## config.mk

```make
export PLATFORM = sky130hd
export DESIGN_NAME = rtc_field_ctrl
export DESIGN_NICKNAME = d
export VERILOG_FILES = /design/src/rtl/rtc_field_ctrl.sv
export SDC_FILE = /design/constraint.sdc
export NUM_CORES = 1
export LEC_CHECK = 0
export BUFFER_PORTS_ARGS = -buffer_cell sky130_fd_sc_hd__clkbuf_2
export CAP_MARGIN = 10
export CORE_MARGIN = 2
export CORE_UTILIZATION = 47
export DETAILED_ROUTE_END_ITERATION = 8
export HOLD_SLACK_MARGIN = 0.08
export PLACE_DENSITY = 0.71
export SLEW_MARGIN = 20
export SYNTH_ARGS = -nofsm -noshare
export SYNTH_HDL_FRONTEND = slang
export SYNTH_SLANG_ARGS = --single-unit
```

## constraint.sdc

```tcl
create_clock -name clk -period 4.2 [get_ports clk]
set_input_delay 0 -clock clk [delete_from_list [all_inputs] [get_ports clk]]
set_output_delay 0 -clock clk [all_outputs]
set_load 0.05 [all_outputs]
```

## src/rtl/rtc_field_ctrl.sv

```systemverilog
// Date/time field write sequencer: arbitrates RTC refresh writes against button-driven BCD editing.
// Latency: every write enable and wr_data appear one cycle after the triggering input; all outputs registered.
// Backpressure: none on reads/buttons; write-back holds rtc_wr_req until rtc_wr_ack.
module rtc_field_ctrl #(
  parameter int unsigned EDIT_TIMEOUT = 1_000_000_000,
  parameter int unsigned TO_W         = 30
) (
  input  logic       clk,
  input  logic       reset,
  input  logic       btn_edit,
  input  logic       btn_next,
  input  logic       btn_up,
  input  logic       btn_down,
  input  logic       rd_valid,
  input  logic [2:0] rd_sel,
  input  logic [7:0] rd_data,
  input  logic [7:0] cur_val,
  input  logic       rtc_wr_ack,
  output logic [7:0] wr_data,
  output logic       en_sec,
  output logic       en_min,
  output logic       en_hour,
  output logic       en_day,
  output logic       en_mon,
  output logic       en_ano,
  output logic       edit_mode,
  output logic [2:0] edit_field,
  output logic       rtc_wr_req
);

  typedef enum logic [1:0] {
    S_IDLE      = 2'd0,
    S_EDIT_LOAD = 2'd1,
    S_EDIT      = 2'd2,
    S_COMMIT    = 2'd3
  } state_t;

  localparam logic [2:0]      LAST_FIELD = 3'd5;
  localparam logic [TO_W-1:0] TO_LAST    = TO_W'(EDIT_TIMEOUT - 1);

  state_t          state_q, state_d;
  logic [2:0]      field_q, field_d;
  logic [7:0]      shadow_q, shadow_d;
  logic [TO_W-1:0] to_q, to_d;
  logic [5:0]      en_q, en_d;
  logic [7:0]      wd_q, wd_d;
  logic            em_q, em_d;
  logic            req_q, req_d;
  logic            btn_any;

  // Smallest legal BCD value of a field (day and month start at 01).
  function automatic logic [7:0] fld_min(input logic [2:0] f);
    fld_min = (f == 3'd3 || f == 3'd4) ? 8'h01 : 8'h00;
  endfunction

  // Largest legal BCD value of a field.
  function automatic logic [7:0] fld_max(input logic [2:0] f);
    case (f)
      3'd0, 3'd1: fld_max = 8'h59;
      3'd2:       fld_max = 8'h23;
      3'd3:       fld_max = 8'h31;
      3'd4:       fld_max = 8'h12;
      default:    fld_max = 8'h99;
    endcase
  endfunction

  // Both nibbles decimal and value inside the field's range; for valid BCD
  // a plain binary compare orders values the same as their decimal meaning.
  function automatic logic bcd_ok(input logic [7:0] v, input logic [2:0] f);
    bcd_ok = (v[7:4] <= 4'd9) && (v[3:0] <= 4'd9) &&
             (v >= fld_min(f)) && (v <= fld_max(f));
  endfunction

  // BCD +1 with wrap from max to min.
  function automatic logic [7:0] bcd_inc(input logic [7:0] v, input logic [2:0] f);
    if (v >= fld_max(f))       bcd_inc = fld_min(f);
    else if (v[3:0] == 4'd9)   bcd_inc = {v[7:4] + 4'd1, 4'h0};
    else                       bcd_inc = {v[7:4], v[3:0] + 4'd1};
  endfunction

  // BCD -1 with wrap from min to max.
  function automatic logic [7:0] bcd_dec(input logic [7:0] v, input logic [2:0] f);
    if (v <= fld_min(f))       bcd_dec = fld_max(f);
    else if (v[3:0] == 4'd0)   bcd_dec = {v[7:4] - 4'd1, 4'h9};
    else                       bcd_dec = {v[7:4], v[3:0] - 4'd1};
  endfunction

  assign btn_any = btn_edit | btn_next | btn_up | btn_down;

  // Next-state, shadow arithmetic and registered-output values.
  always_comb begin
    state_d  = state_q;
    field_d  = field_q;
    shadow_d = shadow_q;
    to_d     = to_q;
    en_d     = '0;
    wd_d     = wd_q;
    case (state_q)
      S_IDLE: begin
        to_d = '0;
        // A read arriving with btn_edit is still written before editing starts.
        if (rd_valid && rd_sel <= LAST_FIELD) begin
          en_d = 6'b000001 << rd_sel;
          wd_d = rd_data;
        end
        if (btn_edit) begin
          state_d = S_EDIT_LOAD;
          field_d = 3'd0;
        end
      end
      S_EDIT_LOAD: begin
        // Garbage in the register bank is replaced by the field minimum.
        shadow_d = bcd_ok(cur_val, field_q) ? cur_val : fld_min(field_q);
        to_d     = '0;
        state_d  = S_EDIT;
      end
      S_EDIT: begin
        if (btn_any)             to_d = '0;
        else if (to_q == TO_LAST) begin
          to_d    = '0;
          state_d = S_COMMIT;
        end else                 to_d = to_q + 1'b1;
        if (btn_edit) begin
          state_d = S_COMMIT;
        end else if (btn_next) begin
          field_d = (field_q == LAST_FIELD) ? 3'd0 : field_q + 3'd1;
          state_d = S_EDIT_LOAD;
        end else if (btn_up ^ btn_down) begin
          shadow_d = btn_up ? bcd_inc(shadow_q, field_q) : bcd_dec(shadow_q, field_q);
          en_d     = 6'b000001 << field_q;
          wd_d     = shadow_d;
        end
      end
      S_COMMIT: begin
        if (rtc_wr_ack) state_d = S_IDLE;
      end
      default: state_d = S_IDLE;
    endcase
    em_d  = (state_d != S_IDLE);
    req_d = (state_d == S_COMMIT);
  end

  // State and output registers; reset discards any pending edit.
  always_ff @(posedge clk) begin
    if (reset) begin
      state_q  <= S_IDLE;
      field_q  <= 3'd0;
      shadow_q <= 8'h00;
      to_q     <= '0;
      en_q     <= '0;
      wd_q     <= 8'h00;
      em_q     <= 1'b0;
      req_q    <= 1'b0;
    end else begin
      state_q  <= state_d;
      field_q  <= field_d;
      shadow_q <= shadow_d;
      to_q     <= to_d;
      en_q     <= en_d;
      wd_q     <= wd_d;
      em_q     <= em_d;
      req_q    <= req_d;
    end
  end

  assign wr_data    = wd_q;
  assign en_sec     = en_q[0];
  assign en_min     = en_q[1];
  assign en_hour    = en_q[2];
  assign en_day     = en_q[3];
  assign en_mon     = en_q[4];
  assign en_ano     = en_q[5];
  assign edit_mode  = em_q;
  assign edit_field = field_q;
  assign rtc_wr_req = req_q;

endmodule

```

==> results of run 1 <==
-- final cells by class --
cell class	count	share of cell area
Timing Repair Buffer	68	0.104
Sequential cell	59	0.270
Multi-Input combinational cell	361	0.531
Tap cell	102	0.0292
Clock buffer	12	0.0378
Clock inverter	4	0.0109
Inverter	20	0.0172
-- stage by stage --
stage / cell area [um2] / instances
final: 4370 / 626
after global routing: 4370 / 626
after floorplan: 3650 / 457
after global placement: 3930 / 588
after CTS: 4370 / 626
after detailed placement: 3930 / 588
-- sequential cells by signal, indices dropped and copies added, names as in the netlist --
signal      flops
shadow_q        8
en_q            6
wr_data         8
rtc_wr_req      1
to_q           30
edit_field      3
state_q         2
edit_mode       1
-- cell usage in the layout, fill, tap and decap left out, drive strengths merged, types with 2 or more instances in the layout --
cell type	count
a21oi	26
or2	3
nand2b	11
o211ai	4
clkbuf	57
nand2	32
clkinv	2
a21o	5
nor3	17
nor4	6
nor2	74
nor3b	2
and4	5
and3	4
ha	24
or4	5
a22oi	2
xnor2	15
mux2i	4
dlygate4sd3	22
inv	20
a32oi	2
o21ai	12
nand4	12
a31oi	2
a211oi	10
nand3	16
nor2b	3
dfxtp	59
o32ai	8
and2	3
or3	4
a41o	2
o21bai	5
a311oi	3
o22ai	4
xor2	19
-- what timing repair did --
action,CTS,global route
buffers inserted,0,0
hold endpoints to repair,23,0
hold buffers,22,0
-- path summary, 6_finish.rpt --
kind / from / endpoint / slack (ns) / cells after the start
worst min register to register: to_q[1] / to_q[1] / 0.49 / 2
worst max register to register: edit_field[1] / wr_data[3] / 0.71 / 11
worst max-delay path: edit_field[1] / wr_data[3] / 0.71 / 11
worst min-delay path: rd_valid / en_q[1] / 0.12 / 4
-- worst max-delay path, stage by stage (launching register included) --
cell and delay [ns]:
sky130_fd_sc_hd__dfxtp_1 0.46, sky130_fd_sc_hd__nand2b_1 0.24, sky130_fd_sc_hd__mux2i_1 0.41, sky130_fd_sc_hd__nand2b_1 0.18
sky130_fd_sc_hd__ha_1 0.29, sky130_fd_sc_hd__nand2b_1 0.13, sky130_fd_sc_hd__a2111oi_0 0.48, sky130_fd_sc_hd__o21ai_0 0.25
sky130_fd_sc_hd__o21ai_0 0.20, sky130_fd_sc_hd__o211ai_1 0.13, sky130_fd_sc_hd__o21ai_0 0.09, sky130_fd_sc_hd__dlygate4sd3_1 0.56
-- kinds of logic (layout without fill, tap and decap cells) --
kind of cell	count (synthesis)	in the layout	synth area share
mux	5	5	0.0140
compound gates	96	96	0.183
xor+xnor	34	34	0.0815
flops	59	59	0.323
buf+inv	37	104	0.0425
fa+ha+maj	24	24	0.0822
simple gates	202	202	0.274
-- report_power, final --
group,internal [mW],total [mW],switching (mW)
clock network,0.320,0.557,0.236
logic,0.112,0.287,0.176
registers,0.579,0.606,0.0276
total,1.01,1.45,0.440
-- per-layer routing --
metal / GRT usage / part of all wire
met5: 0 / 0
met1: 0.297 / 0.45
met3: 0.0509 / 0.040
met4: 0.117 / 0.036
met2: 0.399 / 0.47
==> results by stage, run 1 <==
Yosys:
- The number of enable flip-flop cells after synthesis is 0.
- The sequential element share of the synthesized area is 0.323.
- Counting flops and latches in the post-synthesis netlist gives 59.
- The cell area after synthesis is 3650 um2.
- In the synthesized netlist the dominant register cell turns out to be sky130_fd_sc_hd__dfxtp_1.
- The synthesized design spends more area on one cell type than any other, namely sky130_fd_sc_hd__dfxtp_1.
- The number of synthesis warnings is 0.
- After synthesis, the most frequently instantiated cells are sky130_fd_sc_hd__nor2_1, sky130_fd_sc_hd__dfxtp_1, sky130_fd_sc_hd__nand2_1, sky130_fd_sc_hd__a21oi_1, sky130_fd_sc_hd__ha_1.
- Counting flops with an async set or reset pin after synthesis yields a share of 0.
- Sorting the synthesized cells by area gives the leading types as sky130_fd_sc_hd__dfxtp_1, sky130_fd_sc_hd__ha_1, sky130_fd_sc_hd__nor2_1.
- The gate count of the mapped netlist is 457.
- The average footprint of a synthesized cell is 7.99 um2.
- The number of unique standard cell types used by synthesis is 58.
- Of the post-synthesis cell area, the dominant cell type holds 0.323.
- The most repeated cell in the gate-level netlist after synthesis is sky130_fd_sc_hd__nor2_1.
- When the netlist entered floorplanning its net count stood at 508.

CTS:
- The H-tree generated during clock tree synthesis spans 3 levels.
- The number of buffers on the longest clock path is 2.
- After clock tree synthesis, the clock-pin slew on the worst setup and hold paths is 0.07 ns.
- The tree is rooted in a sky130_fd_sc_hd__clkbuf_8.
- Clock tree synthesis found a total of 59 sinks.
- The number of buffers created by CTS is 9.
- TritonCTS built the clock tree.
- The number of instances resized during post-cts repair is 0.
- The clock latency on the worst-skew pair is 0.34 ns.

Global routing:
- For this run the aggregate overflow at the end of global routing stands at 0.
- The largest net degree at the start of global routing is 30.
- The initial antenna violation count is 0.
- The first global-routing pass estimated 16,400 um of wire.
- In the global route stage, overall resource usage came out at 0.241.
- The via count of the first global-routing pass is 3,464.

Detailed routing:
- After detailed routing, the total wire length is 9630 um.
- The number of nets with antenna violations after detailed routing is 0.
- The number of remaining DRC errors is 0.
- The via density per instance is 5.67.
- Dividing the detail-routed wire length by the instance count gives 15.4 um.
- The first detailed-routing pass ran for 5 iterations.
- The initial DRC count is 162.
- The via count is 3,548.

STA:
- The hold violation total from the final report is 0.
- The count of final max-slew check failures is 0.
- In the final timing run, aggregate negative setup slack is 0 ns.
- At the pin with the least slew margin, the transition time is 0.958 ns.
- Setup repair after global routing left no endpoint under its margin.
- Once routing completed, OpenROAD measured the worst setup slack at 0.710 ns.
- On the final layout, the worst hold slack is 0.118 ns.
- Setup violations remaining at the end of the flow were counted as 0.
- The maximum clock skew at final layout is 0.0107 ns.
- The worst relative slew slack is 0.353.
- The top achievable clock speed is 287 MHz.
- The worst path needs 3.49 ns of the cycle, external delays included.
- Of the available clock period, the critical path in the final layout requires 0.831.

Floorplan:
- The height of the die is 92.2 um.
- The die covers 8490 um2.
- The placeable core region is 7650 um2.
- The top-level port count is 46.
- The floorplan step set the die width to 92.2 um.
- The starting density of the core is 0.478.
- After floorplanning, the core was divided into 32 placement rows.

Cells and area:
- Summing all flip-flop and latch instances after layout gives 1180 um2.
- The fill cell instance count of the final layout is 696.
- At the end of the flow, the number of nets in the layout was 570.
- The share of post-route cells with drive strength above 1 is 0.134.
- The multi-input gate area in the final layout is 2320 um2.
- The layout overhead on the synthesized area is 19.5%.
- The number of antenna diodes in the final layout is 0.
- The post-layout utilization of the core is 0.571.

Power:
- The peak supply drop is 0.204 mV.
- The power per standard cell area is 332 nW/um2.
- Overall power consumption after layout is estimated at 1.45 mW.
- The analysis attributes to cell leakage a power of 1.70 nW.

Critical path:
- STA classifies the critical path startpoint as a flip-flop.
- The critical path is of the flip-flop to flip-flop type.
- The arrival time at the worst endpoint is 3.77 ns.
- The maximum fanout count along the critical path is 8.
- STA classifies the critical path endpoint as a flip-flop.
- The data required time at the worst endpoint is 4.48 ns.

Placed design:
- The estimated wirelength of the detail-placed design is 7020 um.
- Before CTS, the worst setup slack after placement is 0.757 ns.
- The count of buffers added on input and output ports is 45.
- The final estimated routing congestion in global placement is 0.938.

Job:
- The tool flagged a number of max-cap violations equal to 0.

Outcome:
- The flow ran to the end, and the final reports show no timing, DRC or antenna violations.

Worst hold path:
- The worst hold path belongs to the class input port to flip-flop.
(Power assumes the default switching activity.)
==> run 2, diff against run 1 <==
clock period = 3.4 ns   (was 4.2 ns; I/O delays follow)
==> results by stage, run 2 (same netlist as run 1, synthesis figures left out) <==
Detailed routing:
- The wire length on met2 is 4540 um.
- Summing over every cut layer, the via total after detailed routing is 3,572.
- The first detailed-routing pass took 4 iterations.
- After detailed routing, the number of remaining DRC violations is 0.
- The detailed router finished its first iteration with 134 violations.
- Once detail routing completed, the nets flagged for antenna violations numbered 0.
- After detailed routing, the met3 layer carries 440 um of wire.
- The detailed router put a total of 4310 um of wire on met1.
- The top routing layer in use is met4.
- The post-detailed-routing wire length is 9570 um.
- Dividing the detail-routed via count by the number of cells gives 5.66.
- After detailed routing, the average wire length per cell comes to 15.2 um.

CTS:
- The number of levels the H-tree was split into is 3.
- After clock tree synthesis, the clock-pin slew on the worst setup and hold paths is 0.08 ns.
- The number of buffers created by CTS is 9.
- The clock tree from TritonCTS is built.
- Counting along the longest clock path gives a buffer depth of 2.
- The number of sinks handled by clock tree synthesis is 59.
- The clock reaches the later pin of the worst-skew pair after 0.34 ns.
- The post-CTS setup-driven buffer insertion count is 0.
- The master cell of the clock root buffer is sky130_fd_sc_hd__clkbuf_8.

STA:
- The slew at the pin with the worst max-slew slack is 0.746 ns.
- The clock period could shrink to 3.23 ns.
- The count of final max-slew check failures is 0.
- The fraction of the cycle the final worst path needs is 0.949.
- Setup violations remaining at the end of the flow were counted as 0.
- For the final routed database, the setup TNS stands at 0 ns.
- The hold violation total from the final report was 0.
- The worst relative slew slack is 0.499.
- Across the routed clock network, the largest skew measured is 0.0165 ns.
- Across all hold checks on the routed design, the worst slack comes to 0.129 ns.
- Setup repair after global routing left no endpoint under its margin.
- The top achievable clock speed is 310 MHz.

Floorplan:
- The chip width is 92.2 um.
- The die is 92.2 um tall.
- The floorplan step defined a die boundary enclosing 8490 um2.
- The placeable core region is 7650 um2.
- For this design the top-level I/O count stands at 46.
- The number of rows in the core area is 32.
- The starting density of the core is 0.478.

Critical path:
- The data required time at the worst endpoint is 3.68 ns.
- The startpoint kind of the worst setup timing path is a flip-flop.
- The count of buffer and inverter cells on the critical path is 2.
- On the worst path, the slowest cell contributes a delay of 0.56 ns.
- The cell with the largest stage delay on the worst path is sky130_fd_sc_hd__dlygate4sd3_1.
- STA puts the critical path data arrival time at 3.51 ns.
- The maximum fanout count along the critical path is 12.
- The path type of the worst setup path is flip-flop to flip-flop.
- The family with the most delay on the worst path is compound AO/OA/AOI/OAI gates.
- The critical path capture point type is a flip-flop.
- The signal on the critical path passes through buf_4 -> o21ai_0 -> ha_1 -> nand4_1 -> a211oi_1 -> o22ai_1 -> nand2_1 -> or3_1 -> o211ai_1 -> dlygate4sd3_1.

Cells and area:
- In the final layout, the multi-input gates occupy 2330 um2.
- The number of nets in the finished design is 575.
- The most common cell after layout, fill and taps aside is sky130_fd_sc_hd__nor2_1.
- For this run, the share of the core covered by cells in the final layout is 0.573.
- After routing the design area is 4380 um2.
- The register with the most flip-flops in the layout has 30 of them.
- The number of antenna diodes in the final layout is 0.
- The fill cell instance count of the final layout is 708.
- Of the cells placed in the final design, the portion with a size suffix greater than 1 is 0.146.
- Summing all flip-flop and latch instances after layout gives 1180 um2.
- The library cells used most frequently in the layout, excluding fill and tap cells, are sky130_fd_sc_hd__nor2_1, sky130_fd_sc_hd__dfxtp_1, sky130_fd_sc_hd__clkbuf_2.
- The layout overhead on the synthesized area is 19.9%.
- The largest register by flop count is to_q.

Global routing:
- The first global-routing pass estimated 16,000 um of wire.
- The via count of the first global-routing pass is 3,356.
- The largest net degree at the start of global routing is 30.
- The aggregate global routing overflow is 0.
- The initial antenna violation count is 0.
- The total global-route track usage is 0.235.

Placed design:
- The final estimated routing congestion in global placement is 0.944.
- Buffers placed on the I/O ports in this run total 45.
- The estimated wirelength of the detail-placed design is 6990 um.
- The placed instances occupy a cell area of 3970 um2.

Power:
- Of the total power, combinational logic draws 0.216.
- The peak supply drop is 0.257 mV.
- The analysis attributes to cell leakage a power of 1.71 nW.
- The switching share of power is 0.319.
- The overall power after layout is 1.71 mW.
- For this design the ratio of total power to cell area is 389 nW/um2.
- The relative contribution of the clock network to total power is 0.346.
- The internal portion of the total power is 1.16 mW.
- The share of total power dissipated in sequential elements is 0.438.
- The total net switching power is 544 uW.

Worst hold path:
- In this run the worst hold path is classified as input port to flip-flop.

Outcome:
- The flow ran to the end, and the final reports show no timing, DRC or antenna violations.

Job:
- The number of max-capacitance violations reported is 0.
[run 2: cell type report]
cell class / instances / area share
clock buffer: 12 / 0.0354
timing repair buffer: 73 / 0.112
inverter: 20 / 0.0171
clock inverter: 4 / 0.00571
multi-input combinational: 361 / 0.531
sequential: 59 / 0.270
tap: 102 / 0.0291
[run 2: through the flow]
step           instances  setup slack, ns
4_1_cts              631            0.117
3_5_place_dp         593            0.228
3_3_place_gp         593            0.330
6_report             631            0.175
2_1_floorplan        457           0.0539
5_1_grt              631          0.00543
[run 2: timing repair]
action | 4_1_cts | 5_1_grt
hold buffers | 22 | 0
setup endpoints to repair | 0 | 3
hold endpoints to repair | 23 | 0
resized for setup | 0 | 5
[run 2: worst min-delay path: cells and delay by family]
family / cells / cell delay, ns
AND/OR/NAND/NOR: 2 / 0.26
AO/OA/AOI/OAI: 1 / 0.06
buffers and inverters: 1 / 0.10
[run 2: worst paths after layout]
| kind | cells after the start | slack, ns | from | to |
|---|---|---|---|---|
| max | 10 | 0.17 | edit_field[0] | shadow_q[3] |
| min | 4 | 0.13 | rd_valid | en_q[1] |
| max reg2reg | 10 | 0.17 | edit_field[0] | shadow_q[3] |
| min reg2reg | 1 | 0.49 | to_q[29] | to_q[29] |
[run 2: metal layers]
layer  up-vias  track usage
met5         -            0
li1       1790            -
met4         0        0.117
met3        29       0.0419
met2       112        0.385
met1      1641        0.299
[run 2: power groups by stage]
stage | Sequential [mW] | Combinational (mW) | Clock [mW]
6_report | 0.748 | 0.368 | 0.590
5_1_grt | 0.751 | 0.401 | 0.635
4_1_cts | 0.747 | 0.361 | 0.602
3_5_place_dp | 0.762 | 0.341 | 0
3_3_place_gp | 0.762 | 0.337 | 0
2_1_floorplan | 0.792 | 0.211 | 0
==> run 3, diff against run 2 <==
CORE_ASPECT_RATIO = 0.75   (was default)
==> results by stage, run 3 (same netlist as run 1, synthesis figures left out) <==
Power:
- The peak supply drop is 0.295 mV.
- For this design the ratio of total power to cell area is 415 nW/um2.
- The design draws 1.86 mW.
- The static leakage is 1.75 nW.

Detailed routing:
- The number of remaining DRC errors is 0.
- The via count is 3,675.
- For this run, the detailed router's first-pass iteration total came to 4.
- The post-detailed-routing wire length is 10,100 um.
- The detail route stage leaves a number of antenna-violating nets equal to 0.
- The via density per instance is 5.80.
- Dividing the detail-routed wire length by the instance count gives 15.9 um.
- The initial DRC count is 334.

STA:
- For this run, the top clock speed supported by timing is 309 MHz.
- Between clock sinks in the finished design, the worst skew comes to 0.0116 ns.
- The worst pin sits at a relative slew slack of 0.467.
- The count of final setup violators is 0.
- The shortest clock period the worst path allows after layout is 3.23 ns.
- Setup repair after global routing left no endpoint under its margin.
- The hold violation total from the final report is 0.
- The count of final max-slew check failures is 0.
- Adding up every negative setup slack in the final design gives 0 ns.
- At the pin with the least slew margin, the transition time is 0.793 ns.
- The fraction of the cycle the final worst path needs is 0.951.

Cells and area:
- The number of standard cells in the layout, taps in and fillers out is 634.
- For this run, the post-layout net count is 579.
- The largest register by flop count is to_q.
- The library cell used most frequently in the layout, excluding fill and tap cells, is sky130_fd_sc_hd__nor2_1.
- In the layout the commonest cells are sky130_fd_sc_hd__nor2_1, sky130_fd_sc_hd__dfxtp_1, sky130_fd_sc_hd__clkbuf_2.
- The share of post-route cells with drive strength above 1 is 0.150.
- The cell area after layout is 4470 um2.
- 0 antenna diodes ended up in the layout.
- The register with the most flip-flops in the layout has 30 of them.
- The layout overhead on the synthesized area is 22.5%.
- The post-layout utilization of the core is 0.602.

Floorplan:
- After floorplanning, the core was sized to cover 7430 um2.
- The number of rows in the core area is 27.
- In this run the horizontal extent of the chip is 106 um.
- The height of the die is 80.4 um.
- The die area is 8500 um2.
- In this run the count of I/O pins placed on the die edge is 46.
- The starting density of the core is 0.492.

Critical path:
- The maximum fanout count along the critical path is 8.
- The path type of the worst setup path is flip-flop to flip-flop.
- The critical path goes through nand2b_1 -> mux2i_1 -> buf_4 -> ha_1 -> a21oi_1 -> or3_1 -> nor2_1 -> mux2i_1 -> o211ai_1 -> o21ai_0 -> dlygate4sd3_1.
- The highest cell delay on the worst timing path is 0.59 ns.
- By instance count, the cell type seen most on the critical path is sky130_fd_sc_hd__mux2i_1.
- The count of buffer and inverter cells on the critical path is 2.
- The worst register-to-register path begins at edit_field[1].
- The worst setup path is captured at a flip-flop.
- The arrival time at the worst endpoint is 3.46 ns.
- The family with the most delay on the worst path is simple AND/OR/NAND/NOR gates.
- The cell with the largest stage delay on the worst path is sky130_fd_sc_hd__dlygate4sd3_1.
- Data on the critical path is required at its endpoint by 3.62 ns.
- The worst setup path startpoint is edit_field[1].
- The startpoint kind of the worst setup timing path is a flip-flop.

Worst hold path:
- In this run the most critical hold path is launched from rd_valid.
- The worst hold path belongs to the class input port to flip-flop.

Global routing:
- The first global-routing pass estimated 16,700 um of wire.
- The via count of the first global-routing pass is 3,437.
- The largest net degree at the start of global routing is 30.
- The total global-route track usage is 0.247.
- The aggregate global routing overflow is 0.
- The initial antenna violation count was 0.

Placed design:
- Routability-driven placement finished with a final weighted congestion of 0.974.
- Once detailed placement completed, the half-perimeter wirelength came to 7280 um.
- Port buffering added 45 buffers.
- Including well taps, the total number of placed cells is 594.
- The placed instance area is 4000 um2.

CTS:
- In this run, CTS created clock tree buffers numbering 9.
- The H-tree was split into 3 levels.
- The clock latency on the worst-skew pair is 0.34 ns.
- The clock tree from TritonCTS is built.
- Clock-pin slew was measured on the worst setup and hold paths at 0.08 ns.
- In this run the clock root is driven by a sky130_fd_sc_hd__clkbuf_8.
- Clock tree synthesis found a total of 59 sinks.
- The clock passes through at most 2 buffers.

Job:
- Across the run, the number of max-cap violations was 0.

Outcome:
- The flow ran to the end, and the final reports show no timing, DRC or antenna violations.
-- run 3: cell count changes in the layout (fill, tap and decap cells not counted), sizes merged --
cell,previous run,this run
clkbuf,57,54
buf,6,8
bufinv,0,2
dlygate4sd3,22,24
inv,20,22
clkinvlp,2,1
-- run 3: metrics by stage --
stage          hold slack [ns]  setup slack (ns)
6_report                 0.124             0.166
5_1_grt                  0.105            0.0712
4_1_cts                 0.0963             0.120
3_5_place_dp             0.308             0.311
3_3_place_gp             0.275             0.360
2_1_floorplan            0.136            0.0539
-- run 3: layer usage --
metal	GRT usage	up-vias	part of all wire
met4	0.0697	0	0.012
met1	0.354	1706	0.50
met3	0.0560	16	0.078
met5	0	-	0
met2	0.371	159	0.41
li1	-	1794	-
-- run 3: report_power, final --
group | internal (mW) | switching (mW) | total, mW
clock | 0.417 | 0.312 | 0.730
sequential | 0.714 | 0.0338 | 0.748
combinational | 0.149 | 0.228 | 0.377
total | 1.28 | 0.574 | 1.85
-- run 3: final timing paths --
path                            cells after the start  slack [ns]          to
worst max-delay path                               11        0.17  wr_data[3]
worst min-delay path                                5        0.12     en_q[0]
worst max register to register                     11        0.17  wr_data[3]
worst min register to register                      1        0.49    to_q[29]
-- run 3: what timing repair did --
action                                 CTS  global route
hold buffers                            24             0
setup buffers                            0             0
endpoints found under the hold margin   23             0
setup endpoints to repair                0             3
gates resized for setup                  0             5
-- run 3: final cells by class --
class,instances,area (um2)
fill,669,2960
multi-input combinational,361,2330
sequential,59,1180
timing repair buffer,77,538
tap,101,126
clock buffer,9,124
clock inverter,7,98.8
inverter,20,75.1
-- run 3: tightest hold or removal path, stage by stage --
cell and delay (ns):
sky130_fd_sc_hd__clkbuf_2 0.08, sky130_fd_sc_hd__nand2_1 0.12, sky130_fd_sc_hd__nor4_1 0.06, sky130_fd_sc_hd__a21oi_1 0.11, sky130_fd_sc_hd__nor2_1 0.05
